**config.mk**
```make
export PLATFORM = sky130hd
export DESIGN_NAME = vdp_io_bridge
export DESIGN_NICKNAME = d
export VERILOG_FILES = /design/src/rtl/vdp_io_pkg.sv /design/src/rtl/vdp_io_bridge_debounce.sv /design/src/rtl/vdp_io_bridge.sv
export SDC_FILE = /design/constraint.sdc
export NUM_CORES = 1
export LEC_CHECK = 0
export ABC_AREA = 1
export CORE_MARGIN = 3
export CORE_UTILIZATION = 45
export DETAILED_ROUTE_END_ITERATION = 10
export PLACE_DENSITY_LB_ADDON = 0.15
export SYNTH_ARGS = -nofsm -noshare
export SYNTH_HDL_FRONTEND = slang
export SYNTH_SLANG_ARGS = --single-unit
export TNS_END_PERCENT = 5
```
**constraint.sdc**
```tcl
create_clock -name clk -period 2.89 [get_ports clk]
set_clock_uncertainty 0.1 [all_clocks]
set_input_delay 0.4335 -clock clk [delete_from_list [all_inputs] [get_ports clk]]
set_output_delay 0.4335 -clock clk [all_outputs]
set_load 0.03 [all_outputs]
```
**src/rtl/vdp_io_pkg.sv**
```systemverilog
// rtl/vdp_io_pkg.sv - shared types and decode helper for the Z80-to-VDP I/O bridge
package vdp_io_pkg;

    typedef enum logic [1:0] {
        IDLE = 2'd0,
        WREQ = 2'd1,
        RREQ = 2'd2
    } io_state_t;

    // One queued OUT: the full synchronised address (offset taken at issue) and its data byte.
    typedef struct packed {
        logic [7:0] adr;
        logic [7:0] data;
    } io_wr_t;

    // True when addr falls inside the 2^addr_w port window starting at base.
    function automatic logic port_hit(input logic [7:0] addr, input logic [7:0] base, input int addr_w);
        return (addr >> addr_w) == (base >> addr_w);
    endfunction

endpackage

```
**src/rtl/vdp_io_bridge_debounce.sv**
```systemverilog
// rtl/vdp_io_bridge_debounce.sv - consecutive-sample glitch filter for one bus strobe
module pin_debounce #(
    parameter int LEN = 3
) (
    input  logic clk,
    input  logic reset,
    input  logic din,
    output logic dout
);

    localparam int CW = (LEN > 2) ? $clog2(LEN) : 1;

    logic [CW-1:0] cnt;

    // Output follows the input only after LEN consecutive samples that disagree with it.
    always_ff @(posedge clk or posedge reset) begin
        if (reset) begin
            dout <= 1'b1;
            cnt  <= '0;
        end else if (din == dout) begin
            cnt <= '0;
        end else if (cnt == CW'(LEN - 1)) begin
            dout <= din;
            cnt  <= '0;
        end else begin
            cnt <= cnt + CW'(1);
        end
    end

endmodule

```
**src/rtl/vdp_io_bridge.sv**
```systemverilog
// rtl/vdp_io_bridge.sv - Z80 I/O port window to VDP request bridge with write FIFO
module vdp_io_bridge
    import vdp_io_pkg::*;
#(
    parameter logic [7:0] IO_BASE    = 8'h98,
    parameter int         ADDR_W     = 2,
    parameter int         FILTER_LEN = 3,
    parameter int         FIFO_DEPTH = 4
) (
    input  logic              clk,
    input  logic              reset,
    input  logic [7:0]        io_addr,
    input  logic              iorq_n,
    input  logic              rd_n,
    input  logic              wr_n,
    input  logic [7:0]        cd_in,
    output logic [7:0]        cd_out,
    output logic              cd_oe,
    output logic              cs_n,
    output logic              vdp_req,
    output logic              vdp_wrt,
    output logic [ADDR_W-1:0] vdp_adr,
    output logic [7:0]        vdp_dbo,
    input  logic              vdp_ack,
    input  logic [7:0]        vdp_dbi,
    output logic              overflow,
    input  logic              ovf_clr
);

    localparam int IDX_W = $clog2(FIFO_DEPTH);

    logic [2:0]        strb_s1, strb_s2;
    logic [7:0]        addr_s1, addr_s2, data_s1, data_s2;
    logic              iorq_db, rd_db, wr_db;
    logic              rd_f, wr_f, rd_f_q, wr_f_q;
    logic              rd_rise, wr_rise, rd_ev, wr_ev;
    logic              rd_pend;
    logic [ADDR_W-1:0] rd_adr;
    io_wr_t            fifo_mem [FIFO_DEPTH];
    logic [IDX_W:0]    wp, rp;
    logic [IDX_W-1:0]  rp_idx;
    logic              empty, full, push, pop, drop;
    io_state_t         state, state_next;
    logic              load_head, load_new, load_rd;

    // Raw bus-side decode: the Z80 sees chip select and drive enable with no clock delay.
    assign cs_n  = ~(port_hit(io_addr, IO_BASE, ADDR_W) & ~iorq_n);
    assign cd_oe = ~cs_n & ~rd_n;

    // VDP read data is prefetched, so the bus simply mirrors it one clock later.
    always_ff @(posedge clk or posedge reset) begin
        if (reset) cd_out <= '0;
        else       cd_out <= vdp_dbi;
    end

    // Two-flop synchroniser for strobes, address and data onto the pixel clock.
    always_ff @(posedge clk or posedge reset) begin
        if (reset) begin
            strb_s1 <= 3'b111;
            strb_s2 <= 3'b111;
            addr_s1 <= '0;
            addr_s2 <= '0;
            data_s1 <= '0;
            data_s2 <= '0;
        end else begin
            strb_s1 <= {iorq_n, rd_n, wr_n};
            strb_s2 <= strb_s1;
            addr_s1 <= io_addr;
            addr_s2 <= addr_s1;
            data_s1 <= cd_in;
            data_s2 <= data_s1;
        end
    end

    pin_debounce #(.LEN(FILTER_LEN)) u_iorq_db (.clk(clk), .reset(reset), .din(strb_s2[2]), .dout(iorq_db));
    pin_debounce #(.LEN(FILTER_LEN)) u_rd_db   (.clk(clk), .reset(reset), .din(strb_s2[1]), .dout(rd_db));
    pin_debounce #(.LEN(FILTER_LEN)) u_wr_db   (.clk(clk), .reset(reset), .din(strb_s2[0]), .dout(wr_db));

    assign rd_f    = port_hit(addr_s2, IO_BASE, ADDR_W) & ~iorq_db & ~rd_db;
    assign wr_f    = port_hit(addr_s2, IO_BASE, ADDR_W) & ~iorq_db & ~wr_db;
    assign rd_rise = rd_f & ~rd_f_q;
    assign wr_rise = wr_f & ~wr_f_q;
    // Both strobes rising together is not a legal Z80 cycle; neither is acted on.
    assign rd_ev   = rd_rise & ~wr_rise;
    assign wr_ev   = wr_rise & ~rd_rise;

    // Previous filtered levels; an event needs the strobe to drop before it can fire again.
    always_ff @(posedge clk or posedge reset) begin
        if (reset) begin
            rd_f_q <= 1'b0;
            wr_f_q <= 1'b0;
        end else begin
            rd_f_q <= rd_f;
            wr_f_q <= wr_f;
        end
    end

    assign rp_idx = rp[IDX_W-1:0];
    assign empty  = (wp == rp);
    assign full   = (wp[IDX_W] != rp[IDX_W]) && (wp[IDX_W-1:0] == rp[IDX_W-1:0]);
    assign pop    = (state == WREQ) & vdp_ack;
    assign push   = wr_ev & (~full | pop);
    assign drop   = wr_ev & full & ~pop;

    // FIFO storage; pointers alone define validity, so the array needs no reset.
    always_ff @(posedge clk) begin
        if (push) fifo_mem[wp[IDX_W-1:0]] <= io_wr_t'{adr: addr_s2, data: data_s2};
    end

    // FIFO pointers wrap naturally; the extra MSB separates full from empty.
    always_ff @(posedge clk or posedge reset) begin
        if (reset) begin
            wp <= '0;
            rp <= '0;
        end else begin
            if (push) wp <= wp + 1'b1;
            if (pop)  rp <= rp + 1'b1;
        end
    end

    // Pending read and its port offset; released only when the read is acknowledged.
    always_ff @(posedge clk or posedge reset) begin
        if (reset) begin
            rd_pend <= 1'b0;
            rd_adr  <= '0;
        end else if (rd_ev) begin
            rd_pend <= 1'b1;
            rd_adr  <= addr_s2[ADDR_W-1:0];
        end else if (state == RREQ && vdp_ack) begin
            rd_pend <= 1'b0;
        end
    end

    // Sticky overflow; a new drop outranks a clear in the same cycle.
    always_ff @(posedge clk or posedge reset) begin
        if (reset)        overflow <= 1'b0;
        else if (drop)    overflow <= 1'b1;
        else if (ovf_clr) overflow <= 1'b0;
    end

    // FSM state register.
    always_ff @(posedge clk or posedge reset) begin
        if (reset) state <= IDLE;
        else       state <= state_next;
    end

    // Next state: writes drain first, a pending read goes only once the FIFO is empty.
    // A push into an empty FIFO is issued straight from the incoming word to save a clock.
    always_comb begin
        state_next = state;
        load_head  = 1'b0;
        load_new   = 1'b0;
        load_rd    = 1'b0;
        case (state)
            IDLE: begin
                if (!empty) begin
                    state_next = WREQ;
                    load_head  = 1'b1;
                end else if (push) begin
                    state_next = WREQ;
                    load_new   = 1'b1;
                end else if (rd_pend || rd_ev) begin
                    state_next = RREQ;
                    load_rd    = 1'b1;
                end
            end
            WREQ:    if (vdp_ack) state_next = IDLE;
            RREQ:    if (vdp_ack) state_next = IDLE;
            default: state_next = IDLE;
        endcase
    end

    // Request fields are loaded only on leaving IDLE, so they hold steady while vdp_req is high.
    always_ff @(posedge clk or posedge reset) begin
        if (reset) begin
            vdp_req <= 1'b0;
            vdp_wrt <= 1'b0;
            vdp_adr <= '0;
            vdp_dbo <= '0;
        end else begin
            vdp_req <= (state_next != IDLE);
            if (load_head) begin
                vdp_wrt <= 1'b1;
                vdp_adr <= fifo_mem[rp_idx].adr[ADDR_W-1:0];
                vdp_dbo <= fifo_mem[rp_idx].data;
            end else if (load_new) begin
                vdp_wrt <= 1'b1;
                vdp_adr <= addr_s2[ADDR_W-1:0];
                vdp_dbo <= data_s2;
            end else if (load_rd) begin
                vdp_wrt <= 1'b0;
                vdp_adr <= rd_ev ? addr_s2[ADDR_W-1:0] : rd_adr;
            end
        end
    end

endmodule

```
# Word-level counts from Yosys, hierarchy flattened
# Memories as Yosys holds them, arrays and structs flattened.
# Cells that the tools add are included.
# classes
addsub	5
eq_ne	13
n_mux	34
bitwise	29
reduce_logical	13
# op_table
op	count
two-way mux 2 bit	14
two-way mux 1 bit	17
two-way mux 8 bit	2
NOT 1 bit	15
bitwise AND 1 bit	13
== test 6 bit, second input constant	2
== test 2 bit, second input constant	4
nonzero test 2 bit	4
adder 2 x 1 -> 2 bit, second input constant	3
adder 3 x 1 -> 3 bit, second input constant	2
AND reduction 2 bit	3
case mux 2 bit (2 select lines)	1
== test 1 bit	3
== test 3 bit	1
nonzero test 3 bit	1
== test 2 x 1 -> 1 bit, second input constant	1
== test 2 bit	1
logical AND 1 bit	2
zero test 2 bit	1
OR reduction 2 bit	1
logical OR 1 bit	1
inequality test 1 bit	1
OR 1 bit	1
# word_totals
ff_bits	81
mem_bits_rw	64
output_inout_bits	23
wordCells	120
n_memories	1
# mem_list
name	depth	word_bits	rd	rd_clocked_by_memory_dff	wr	line_no	source
fifo_mem	4	16	1	0	1	vdp_io_bridge.sv:39	io_wr_t fifo_mem [FIFO_DEPTH];

# Depth between registers and ports, before layout
# Gate-level depths: netlist of the first run.
# logic_depth
ltp_word	14
mapped_depth	12
mapped_depth_nobuf	12

# By module
# A second synthesis of the first run with hierarchy kept.
# unflattened
hier_cells	390
area_unflattened_um2	4623.2
# by_module_without_submodules
module	instances	cells_each	area_each_um2
vdp_io_bridge	1	330	4199.0
pin_debounce	3	20	141.4

# Worst setup path before layout of the first run
# No wires, ideal clock.
# synth_timing
path_type	input to output
start	in io_addr[2]
end	out cd_oe
t_arrival_ns	1.589
path_slack_ns	0.767
stages	3
path_cell_list	nor4_1 nand4_1 nor2_1
# synth_between
elab_chain_cells	3
# synth_rtl
element	line_no	source
start: declaration	vdp_io_bridge.sv:12	input logic [7:0] io_addr,
== test 6 bit	vdp_io_pkg.sv:18	return (addr >> addr_w) == (base >> addr_w);
bitwise AND 1 bit	vdp_io_bridge.sv:47	assign cs_n = ~(port_hit(io_addr, IO_BASE, ADDR_W) & ~iorq_n);
bitwise AND 1 bit	vdp_io_bridge.sv:48	assign cd_oe = ~cs_n & ~rd_n;
end: declaration	vdp_io_bridge.sv:18	output logic cd_oe,
# Every way passes these cells.

# Final worst setup path of the first run
# layout_timing
start	in io_addr[3]
end	out cd_oe
# Same word-level chain as after synthesis.

==> results.sh, run 1 <==
export IMPL_cts_buffers=17
export IMPL_cts_sinks=121
export IMPL_coreArea_um2=9500
export IMPL_synthAdderAreaFrac_pct=2.49
export IMPL_clk_pin_slew_ns=0.06
export IMPL_viasPerCell=4.80
export IMPL_power_frac_seq_pct=39.1
export IMPL_p_leak_nw=2.47
export IMPL_yosysTopAreaCell="dfrtp_1"
export IMPL_drcViolationCount=0
export IMPL_reg2reg_from="state[1]"
export IMPL_slew_headroom_pct=35.2
export IMPL_required_ns=2.36
export IMPL_grt_pass1_vias=2877
export IMPL_power_density_nw_per_um2=978
export IMPL_yosysWarningCount=0
export IMPL_dr_first_iter_drc_count=146
export IMPL_whs_endpoint="strb_s1[0]"
export IMPL_cap_violations=0
export IMPL_drive_gt1_share_pct=16.0
export IMPL_design_power_total_mw=5.65
export IMPL_start_util_pct=47.6
export IMPL_peakVddDrop_mv=0.607
export IMPL_p_clk_share_pct=31.9
export IMPL_dieHeight_um=106
export IMPL_cts_root_buf="clkbuf_8"
export IMPL_synthSimpleGateAreaFrac_pct=12.1
export IMPL_min_path_cells=1
export IMPL_synth_seq_cells=121
export IMPL_post_route_min_period_ns=2.68
export IMPL_p_int_mw=3.74
export IMPL_critPathKind="in -> out"
export IMPL_drt_wirelength_per_cell_um=13.9
export IMPL_vias=2748
export IMPL_arrival_ns=2.15
export IMPL_r2r_slack_ns=0.52
export IMPL_synth_area_um2=4520
export IMPL_place_gp_congestion=0.824
export IMPL_clk_latency_ns=0.50
export IMPL_finalHoldViolCount=0
export IMPL_nets=471
export IMPL_holdCritPathClass="in -> reg"
export IMPL_drtAntennaViolNets=0
export IMPL_cts_hold_repair_buffers=0
export IMPL_synth_top_area_share_pct=39.8
export IMPL_end_kind="primary output"
export IMPL_start_kind="primary input"
export IMPL_grt_max_degree=50
export IMPL_cts_max_path_buffers=2
export IMPL_syn_inst=357
export IMPL_track_usage_pct=16.1
export IMPL_worstHoldStart="wr_n"
export IMPL_antennaDiodeCount=0
export IMPL_cts_tree="done"
export IMPL_switchingPower_mw=1.91
export IMPL_rsz0062_at_grt="no"
export IMPL_htree_levels=4
export IMPL_p_sw_share_pct=33.9
export IMPL_wirelength_mm=7.97
export IMPL_critPathMaxFanout=2
export IMPL_post_cts_buffers=0
export IMPL_synthMuxAreaShare_pct=2.24
export IMPL_die_w_um=106
export IMPL_antenna_found_initial=0
export IMPL_status="finished, final reports clean"
export IMPL_synth_nets=397
export IMPL_timing_final_crit_share_pct=92.9
export IMPL_first_pass_iters=4
export IMPL_fmax_ghz=0.373
export IMPL_synth_top_cells_by_area="dfrtp_1 40%, edfxtp_1 27%, dfstp_2 5.2%"
export IMPL_gr_total_overflow=0
export IMPL_avgSynthCellArea_um2=12.7
export IMPL_die_area_um2=11300
export IMPL_reg2reg_to="fifo_mem[1][5]"
export IMPL_ioPinCount=54
export IMPL_p_comb_share_pct=29.1
export IMPL_portBuffers=53
export IMPL_slew_viol_final=0
export IMPL_reg2regPathDepth=8
export IMPL_yosysSeqAreaShare_pct=71.6
export IMPL_synthXorXnorAreaFrac_pct=1.55
export IMPL_cts_resized_gates=0
export IMPL_hpwl_mm=5.26
export IMPL_finalSetupViolCount=0
export IMPL_synth_compound_area_share_pct=5.51
export IMPL_synth_cell_types=32
export IMPL_grt_pass1_wl_mm=13.8
export IMPL_syn_to_final_growth_pct=27.7
export IMPL_worst_pin_slew_ns=0.968
export IMPL_row_count=35
export IMPL_synth_top_family_by_area="simple AND/OR/NAND/NOR gates"
export IMPL_tns_ns=0
==> state kept, by name, indices dropped and copies added, names as in the netlist, 8 cells and up <==
name      count
fifo_mem     40
data_s1       8
addr_s1       8
vdp_dbo       8
addr_s2       8
cd_out        8
data_s2       8
==> placed cells by master, fill, tap and decap left out, drive strengths merged, types with 10 or more instances in the layout <==
cell type,instances
buf,11
clkbuf,18
clkdlybuf4s50,53
clkinv,10
dfrtp,72
edfxtp,40
inv,42
nand2,54
nand3,15
nor2,35
o21ai,31
o22ai,11
==> critical path: stages <==
cell	delay, ns
clkdlybuf4s50_1	0.47
inv_1	0.04
nor4_1	0.26
nand4_1	0.16
nor2_1	0.11
clkdlybuf4s50_1	0.68
==> layer usage <==
layer  track usage (%)  up-vias  wire, µm  share of wire [%]
li1                  -     1332         -                  -
met1              20.7     1332      3530                 44
met2              25.3       76      3890                 49
met3              6.13        8       465                5.8
met4              5.18        0        91                1.1
met5                 0        -         0                  0
==> power groups by stage <==
stage          sequential, mW  combinational [mW]  clock [mW]
2_1_floorplan            2.37                1.03           0
3_3_place_gp             2.23                1.63           0
3_5_place_dp             2.24                1.66           0
4_1_cts                  2.21                1.68        1.84
5_1_grt                  2.24                1.86        1.93
6_report                 2.21                1.64        1.80
==> cells by family (layout without fill, tap and decap cells) <==
kind of cell / after synthesis / in the layout
and+or+nand+nor: 114 / 114
buffers and inverters: 49 / 136
xor gates and xnor gates: 8 / 8
DFF: 121 / 121
AOI/OAI and AO/OA: 46 / 46
muxes: 10 / 10
adders and majority gates: 9 / 9
==> synthesized netlist by cell type <==
cell      instances
a21oi_1           2
a21oi_2           1
a31oi_1           1
buf_4             1
buf_6             2
clkbuf_1          6
clkinv_1          1
dfrtp_1          72
dfstp_2           9
edfxtp_1         40
ha_1              9
inv_1            38
inv_2             1
mux2_2            1
mux2i_1           9
nand2_1          48
nand2_2           5
nand2_4           1
nand3_1          11
nand3_2           2
nand3_4           2
nand4_1           3
nor2_1           28
nor2_2            5
nor2_4            2
nor3_1            6
nor4_1            1
o21ai_0          23
o21ai_1           8
o22ai_1          11
xnor2_1           5
xor2_1            3
==> metrics by stage <==
step                setup slack, ns  cells  hold WS, ns  util [%]  cell area, µm²
floorplan                     0.291    357        0.231         -            4520
global placement              0.188    541        0.232      55.3            5260
detailed placement            0.194    541        0.235      55.3            5260
CTS                           0.181    573        0.216      60.8            5770
global route                  0.108    573        0.227      60.8            5770
finish                        0.206    573        0.238      60.8            5770
==> worst max path at each step <==
stage / cells after the start / slack, ns / endpoint / from
5_1_grt: 6 / 0.11 / cd_oe / io_addr[3]
4_1_cts: 6 / 0.18 / cd_oe / io_addr[3]
3_5_place_dp: 6 / 0.19 / cd_oe / io_addr[3]
2_1_floorplan: 1 / 0.29 / addr_s1[0] / reset
6_report: 6 / 0.21 / cd_oe / io_addr[3]
3_3_place_gp: 6 / 0.19 / cd_oe / io_addr[3]
==> final cells by class <==
class | instances | area, µm²
timing repair buffer | 64 | 626
inverter | 40 | 151
clock inverter | 14 | 97.6
multi-input combinational | 187 | 1080
sequential | 121 | 3240
clock buffer | 18 | 418
fill | 767 | 3730
tap | 129 | 161
Power figures use the tool's default switching activity.
==> inputs of run 2 (changes only) <==
Settings changed: CORE_UTILIZATION 45 to 55, SKIP_LAST_GASP set to 1.
==> run 2 against run 1 <==
Against the previous run: fmax down 0.80%; combinational power hardly changed; global-route usage up 2.8 points; first-iteration DRC count shrank 2.1%; hold slack got worse by 0.066 ns; die area is 17% lower; largest power group unchanged; via count shrank 0.29%; setup slack got worse by 0.022 ns; sequential share of layout area increased by 0.44 points; sequential power about the same; largest cell class unchanged; critical endpoint unchanged.
==> results.sh, run 2 (same netlist as run 1, synthesis figures left out) <==
export IMPL_status="finished, final reports clean"
export IMPL_crit_slowest_cell="clkdlybuf4s50_1"
export IMPL_critPathKind="in -> out"
export IMPL_cts_resized_gates=0
export IMPL_tns_ns=0
export IMPL_cts_max_path_buffers=2
export IMPL_p_int_mw=3.80
export IMPL_crit_buf_inv=3
export IMPL_timing_final_crit_share_pct=93.6
export IMPL_power_density_nw_per_um2=993
export IMPL_peakVddDrop_mv=0.515
export IMPL_reg2regPathDepth=8
export IMPL_reg2reg_to="fifo_mem[0][8]"
export IMPL_viasPerCell=5.06
export IMPL_track_usage_pct=18.9
export IMPL_cap_violations=0
export IMPL_wirelength_mm=8.11
export IMPL_syn_to_final_growth_pct=26.7
export IMPL_path_delay_family="buffers and inverters"
export IMPL_die_w_um=96.7
export IMPL_required_ns=2.36
export IMPL_switchingPower_mw=1.90
export IMPL_antenna_found_initial=0
export IMPL_cts_root_buf="clkbuf_8"
export IMPL_finalHoldViolCount=0
export IMPL_grt_pass1_vias=2947
export IMPL_clk_pin_slew_ns=0.06
export IMPL_cp_depth=6
export IMPL_slew_viol_final=0
export IMPL_p_leak_nw=2.46
export IMPL_grt_max_degree=53
export IMPL_cpMostUsedCell="clkdlybuf4s50_1"
export IMPL_portBuffers=53
export IMPL_drt_wirelength_per_cell_um=15.0
export IMPL_drive_gt1_share_pct=15.0
export IMPL_worstSetupStartpoint="io_addr[3]"
export IMPL_htree_levels=4
export IMPL_layout_commonest_cell="dfrtp_1"
export IMPL_hpwl_mm=5.31
export IMPL_post_route_min_period_ns=2.71
export IMPL_cts_sinks=121
export IMPL_drcViolationCount=0
export IMPL_p_sw_share_pct=33.3
export IMPL_p_comb_share_pct=28.8
export IMPL_holdCritPathClass="in -> async"
export IMPL_ioPinCount=54
export IMPL_grt_pass1_wl_mm=13.8
export IMPL_rsz0062_at_grt="no"
export IMPL_cts_hold_repair_buffers=0
export IMPL_die_area_um2=9350
export IMPL_start_util_pct=57.6
export IMPL_largest_register_ffs=40
export IMPL_cts_buffers=17
export IMPL_first_pass_iters=4
export IMPL_antennaDiodeCount=0
export IMPL_slew_headroom_pct=39.1
export IMPL_row_count=32
export IMPL_r2r_slack_ns=0.51
export IMPL_arrival_ns=2.17
export IMPL_post_cts_buffers=0
export IMPL_dieHeight_um=96.7
export IMPL_finalSetupViolCount=0
export IMPL_slowest_delay_ns=0.69
export IMPL_vias=2740
export IMPL_reg2reg_from="state[1]"
export IMPL_layout_common_cells="72 x dfrtp_1, 53 x clkdlybuf4s50_1, 48 x nand2_1"
export IMPL_nets=467
export IMPL_fmax_ghz=0.370
export IMPL_p_clk_share_pct=32.2
export IMPL_dr_first_iter_drc_count=143
export IMPL_drtAntennaViolNets=0
export IMPL_finalCoreUtilization_pct=73.0
export IMPL_place_gp_congestion=0.849
export IMPL_start_kind="primary input"
export IMPL_end_kind="primary output"
export IMPL_critPathMaxFanout=2
export IMPL_gr_total_overflow=0
export IMPL_clk_latency_ns=0.50
export IMPL_crit_path_end="cd_oe"
export IMPL_fillCellCount=521
export IMPL_power_frac_seq_pct=39.0
export IMPL_cts_tree="done"
export IMPL_path_cells="clkdlybuf4s50_1 > inv_1 > nor4_1 > nand4_1 > nor2_1 > clkdlybuf4s50_1"
export IMPL_worst_pin_slew_ns=0.910
export IMPL_coreArea_um2=7850
==> run 2: cell types whose count changed in the layout (fill, tap and decap cells not counted) <==
| cell | delta |
|---|---|
| clkbuf_1 | +2 |
| clkinv_2 | -1 |
| clkbuf_16 | +1 |
| clkinvlp_4 | +1 |
| clkbuf_8 | +1 |
| inv_6 | -3 |
| clkinv_1 | -1 |
| buf_4 | -4 |
==> run 2: worst min-delay path by stage <==
stage                          start         end  slack (ns)  depth (start not counted)
after floorplan           addr_s1[0]  addr_s2[0]        0.23                          0
after global placement    data_s1[7]  data_s2[7]        0.23                          0
after detailed placement  addr_s1[3]  addr_s2[3]        0.24                          0
after CTS                      reset   cd_out[0]        0.17                          2
after global routing           reset   cd_out[0]        0.21                          2
final                          reset   cd_out[0]        0.17                          2
==> run 2: power by group through the flow <==
stage	registers (mW)	clock network, mW	logic, mW
floorplan	2.37	0	1.03
global placement	2.23	0	1.59
detailed placement	2.25	0	1.63
CTS	2.22	1.87	1.66
global route	2.25	1.95	1.83
finish	2.22	1.83	1.64
==> run 2: per-layer routing <==
layer  track usage, %  share of wire [%]
met4             8.64                2.1
met5                0                  0
met2             30.5                 50
met1             23.1                 43
met3             6.20                5.9
==> run 2: final cells by class <==
cell class,instances,area (µm²),share of cell area [%]
inverters,40,151,2.64
multi-input cells,187,1080,18.9
repair buffers,60,596,10.4
well taps,102,128,2.23
flip-flops and latches,121,3240,56.6
clock buffers,22,464,8.10
clock inverters,10,70.1,1.22
==> run 2: per-stage QoR <==
step / power (mW) / cell area, µm² / setup WS, ns / hold WS (ns) / instances
finish: 5.69 / 5730 / 0.184 / 0.173 / 542
global route: 6.03 / 5730 / 0.0523 / 0.206 / 542
CTS: 5.76 / 5730 / 0.140 / 0.171 / 542
detailed placement: 3.88 / 5190 / 0.162 / 0.236 / 510
global placement: 3.82 / 5190 / 0.216 / 0.232 / 510
floorplan: 3.39 / 4520 / 0.291 / 0.231 / 357
